===== config.mk =====
export PLATFORM = sky130hd
export DESIGN_NAME = ddot_vec_loader
export DESIGN_NICKNAME = d
export VERILOG_FILES = /design/src/rtl/ddot_vec_loader.sv
export SDC_FILE = /design/constraint.sdc
export NUM_CORES = 2
export LEC_CHECK = 0
export BUFFER_PORTS_ARGS = -buffer_cell sky130_fd_sc_hd__buf_4
export CAP_MARGIN = 20
export CORE_ASPECT_RATIO = 0.5
export CORE_MARGIN = 2
export CORE_UTILIZATION = 61
export DETAILED_ROUTE_END_ITERATION = 10
export PLACE_DENSITY = 0.84
export SYNTH_ARGS = -nofsm -noshare
export SYNTH_HDL_FRONTEND = slang
export SYNTH_SLANG_ARGS = --single-unit

===== constraint.sdc =====
create_clock -name clk -period 21.4 [get_ports clk]
set_clock_uncertainty 0.2 [all_clocks]
set_input_delay 3.21 -clock clk [delete_from_list [all_inputs] [get_ports clk]]
set_output_delay 3.21 -clock clk [all_outputs]
set_load 0.01 [all_outputs]

===== src/rtl/ddot_vec_loader.sv =====
// rtl/ddot_vec_loader.sv - packs a serial (x, y) element stream into 8-lane chunks for basic_ddot
module ddot_vec_loader #(
  parameter bit WAIT_VLD = 1'b1
) (
  input  logic        clk,
  input  logic        rst,
  input  logic        in_vld,
  output logic        in_rdy,
  input  logic [31:0] in_x,
  input  logic [31:0] in_y,
  input  logic        in_last,
  input  logic        ddot_vld,
  output logic        ready,
  output logic [31:0] x0,
  output logic [31:0] x1,
  output logic [31:0] x2,
  output logic [31:0] x3,
  output logic [31:0] x4,
  output logic [31:0] x5,
  output logic [31:0] x6,
  output logic [31:0] x7,
  output logic [31:0] y0,
  output logic [31:0] y1,
  output logic [31:0] y2,
  output logic [31:0] y3,
  output logic [31:0] y4,
  output logic [31:0] y5,
  output logic [31:0] y6,
  output logic [31:0] y7,
  output logic        chunk_last,
  output logic        busy
);

  typedef enum logic [1:0] {S_FILL, S_ISSUE, S_WAIT} state_t;

  state_t      state, state_nxt;
  logic [2:0]  idx;
  logic [31:0] stage_x [8];
  logic [31:0] stage_y [8];
  logic [31:0] lane_x  [8];
  logic [31:0] lane_y  [8];
  logic [31:0] merge_x [8];
  logic [31:0] merge_y [8];
  logic        accept;
  logic        close;

  always_ff @(posedge clk) begin
    if (rst) state <= S_FILL;
    else     state <= state_nxt;
  end

  always_comb begin
    state_nxt = state;
    in_rdy    = 1'b0;
    accept    = 1'b0;
    close     = 1'b0;
    case (state)
      S_FILL: begin
        in_rdy = ~rst;
        accept = in_vld & ~rst;
        close  = accept & ((idx == 3'd7) | in_last);
        if (close) state_nxt = S_ISSUE;
      end
      S_ISSUE: state_nxt = WAIT_VLD ? S_WAIT : S_FILL;
      S_WAIT:  if (ddot_vld) state_nxt = S_FILL;
      default: state_nxt = S_FILL;
    endcase
  end

  // The closing beat bypasses staging so the lanes capture it on the same edge.
  always_comb begin
    for (int i = 0; i < 8; i++) begin
      merge_x[i] = (accept && idx == 3'(i)) ? in_x : stage_x[i];
      merge_y[i] = (accept && idx == 3'(i)) ? in_y : stage_y[i];
    end
  end

  // Staging is emptied on the closing edge, so it is already zero while ISSUE is shown.
  always_ff @(posedge clk) begin
    if (rst) begin
      idx        <= 3'd0;
      ready      <= 1'b0;
      chunk_last <= 1'b0;
      for (int i = 0; i < 8; i++) begin
        stage_x[i] <= 32'h0;
        stage_y[i] <= 32'h0;
        lane_x[i]  <= 32'h0;
        lane_y[i]  <= 32'h0;
      end
    end else begin
      ready      <= close;
      chunk_last <= close & in_last;
      if (close) begin
        idx <= 3'd0;
        for (int i = 0; i < 8; i++) begin
          lane_x[i]  <= merge_x[i];
          lane_y[i]  <= merge_y[i];
          stage_x[i] <= 32'h0;
          stage_y[i] <= 32'h0;
        end
      end else if (accept) begin
        stage_x[idx] <= in_x;
        stage_y[idx] <= in_y;
        idx          <= idx + 3'd1;
      end
    end
  end

  assign busy = (state != S_FILL) || (idx != 3'd0);

  assign x0 = lane_x[0];
  assign x1 = lane_x[1];
  assign x2 = lane_x[2];
  assign x3 = lane_x[3];
  assign x4 = lane_x[4];
  assign x5 = lane_x[5];
  assign x6 = lane_x[6];
  assign x7 = lane_x[7];
  assign y0 = lane_y[0];
  assign y1 = lane_y[1];
  assign y2 = lane_y[2];
  assign y3 = lane_y[3];
  assign y4 = lane_y[4];
  assign y5 = lane_y[5];
  assign y6 = lane_y[6];
  assign y7 = lane_y[7];

endmodule


==> results.toml <==
[run_status]
status = "completed"

[grt]
grt_max_degree = 196
overflow = 0
grt_pass1_vias = 28060
grt_first_pass_wirelength_um = 177600
grt_usage_pct = 32.26
antenna_found_initial = 1

[logic_synthesis]
synth_fp_nets = 3152
synth-edff-count = 1024
syn_area_per_cell_um2 = 14.33
synth_area_um2 = 44080
synth_ff_type = "edfxtp_1"
synthCells = 3077
ys_seq_area_share_pct = 70.07
ys_seq_elements = 1031
ys_async_sr_fraction_pct = 0
ys_types = 40
yosys_warnings = 0

[sta]
max_freq_mhz = 133.7
worstMarginPinSlew_ns = 1.182
finalCriticalPeriod_ns = 7.478
fin_ws_ns = 13.92
rsz0062_at_grt = "no"
finalHoldViolCount = 0
slew_headroom_pct = 21.18
drv_slew = 0
setup_viol = 0
fin_crit_sh_pct = 34.95
fin_tns_setup_ns = 0

[floorplan]
fp.dieH_um = 194.1
die_area_um2 = 74560
rows = 69
die_w_um = 384.2
core_area_um2 = 71220
ios = 585
start_util_pct = 61.89

[clock_tree]
clk_pin_slew_ns = 0.07
cts_buffer_depth = 3
cts_setup_buffers = 0
cts_sinks = 1031
cts_buffers = 87
clk_latency_ns = 0.66
cts-resized-gates = 0
htree_levels = 3
cts_tree = "done"
clockRootBuffer = "clkbuf_16"
cts_hold_buf = 0

[layout]
final_cells = 4511
fin_nets = 3557
n_fill_cell = 4336
syn_to_final_growth_pct = 17.54
drive_gt1_share_pct = 23.82

[critical_path]
crit_buf_inv = 2
critPathTopFamily = "buffers and inverters"
end_kind = "primary output"
startpoint_type = "input pin"
slowest_delay_ns = 0.53
worst-endpoint-required_ns = 17.99
worstSetupPathType = "input pin to primary output"
worstPathCellList = "buf_6 > nor3_1 > buf_4"
cp_max_fo = 83
critPathSlowestCell = "buf_6"
arrival_ns = 4.07

[pwr]
p_per_area_nw_per_um2 = 84.26
ir_drop_mv = 0.05075
power.leakage_nw = 21.39

[placement]
place.gp.congestion = 0.8695
hpwl_um = 69140
numPortBuffers = 584
post-place-ws_ns = 13.49
dp.cells = 4348

[drt]
post-route-drc-count = 0
drt-initial-drc-count = 3778
via_per_inst = 6.319
vias = 28500
firstDrtPassIters = 8
avgRoutedWirePerCell_um = 27.12
antenna_left = 0
drt-total-wl_um = 122300

[worst_hold_path]
hold_class = "flip-flop to flip-flop"

[run]
max_cap_viol_count = 0
## worst register-to-register path, cell delays in order, from the launching register on
cell and delay [ns]:
dfxtp_1 0.59, ha_1 0.26, ha_1 0.30, or2_4 0.66, a31oi_2 0.19, buf_4 0.27, inv_8 0.23, buf_16 0.49
buf_4 1.05, buf_4 0.53, buf_16 0.33
## area by class of cell
cell class	count	area [µm²]	area share, %
antenna	2	5.005	0.009659
clock buffer	117	2374	4.581
clock inverter	41	436.7	0.8427
inverter	4	22.52	0.04346
multi-input combinational	1729	12070	23.30
sequential	1031	30890	59.61
tap	958	1199	2.313
timing repair buffer	629	4816	9.294
## cells in the mapped netlist (all sizes together) (2+ instances only)
library cell | instances | area [µm²]
and2 | 516 | 3228
dfxtp | 7 | 140.1
ha | 6 | 75.07
and4 | 2 | 17.52
nor4 | 3 | 31.28
nand2 | 3 | 13.77
nor2b | 68 | 425.4
a21oi | 64 | 320.3
o21ai | 64 | 320.3
buf | 111 | 525.5
nand2b | 9 | 56.30
nor3 | 2 | 10.01
clkbuf | 202 | 770.7
nor4b | 2 | 32.53
nand3 | 516 | 2603
nor2 | 8 | 30.03
mux2i | 386 | 3864
mux2 | 64 | 720.7
inv | 4 | 15.01
and3 | 5 | 31.28
edfxtp | 1024 | 30750
## metal layers
layer	GRT usage [%]	share of wire (%)	vias up	wire length [µm]
li1	-	-	12050	-
met1	40.69	35	14190	42270
met2	52.84	50	1860	60710
met3	4.505	8.9	398	10920
met4	20.92	6.9	0	8422
met5	0	0	-	0
## placed cells by master, fill, tap and decap left out, types with 4 or more instances in the layout
cell type | synthesis | final
nand2b_4 | 0 | 8
dfxtp_1 | 7 | 7
ha_1 | 6 | 6
mux2_2 | 59 | 59
and3_2 | 0 | 5
nor2b_1 | 68 | 67
clkinv_2 | 0 | 13
mux2i_1 | 386 | 386
buf_12 | 0 | 4
nor2_1 | 8 | 8
and2_1 | 516 | 516
nand3_2 | 4 | 5
clkinv_1 | 0 | 14
buf_4 | 3 | 622
nand3_1 | 512 | 508
edfxtp_1 | 1024 | 1024
mux2_1 | 5 | 5
a21oi_1 | 64 | 64
clkbuf_16 | 0 | 90
o21ai_0 | 64 | 64
clkbuf_1 | 192 | 25
bufinv_16 | 0 | 9
## report_power, final
group          internal (mW)  total [mW]  switching, mW  leakage, nW
Sequential              2.35        2.41         0.0543         10.9
Combinational          0.122       0.353          0.231         9.09
Clock                  0.889        1.61          0.717         1.37
## kinds of logic after synthesis
family,after synthesis,synth area share [%]
muxes,450,10.40
DFF,1031,70.07
and+or+nand+nor,1142,14.87
adders and majority gates,6,0.1703
buffers and inverters,317,2.975
AOI/OAI and AO/OA,130,1.496
xor gates and xnor gates,1,0.01987
## metrics by stage
| step | area [µm²] | total power, mW | hold slack [ns] | utilization (%) |
|---|---|---|---|---|
| detailed placement | 48930 | 2.796 | 0.3913 | 68.69 |
| global route | 51810 | 4.462 | 0.4182 | 72.75 |
| floorplan | 44080 | 2.620 | 0.3775 | - |
| global placement | 48910 | 2.787 | 0.3865 | 68.66 |
| CTS | 51740 | 4.366 | 0.3960 | 72.64 |
| finish | 51820 | 4.366 | 0.4028 | 72.75 |
## path summary, 6_finish.rpt
kind	from	end	slack, ns	cells after the start
setup / recovery	rst	in_rdy	13.92	3
hold / removal	stage_y[5][19]	lane_y[1][51]	0.40	2
setup reg to reg	idx[1]	lane_x[0][72]	15.86	10
hold reg to reg	stage_y[5][19]	lane_y[1][51]	0.40	2
## state kept, by name (all words and copies together) (netlist names)
register / flops
lane_y: 256
stage_y: 256
chunk_last: 1
stage_x: 256
lane_x: 256
state: 2
idx: 3
ready: 1
Note: power is estimated with default switching activity, not from simulation.
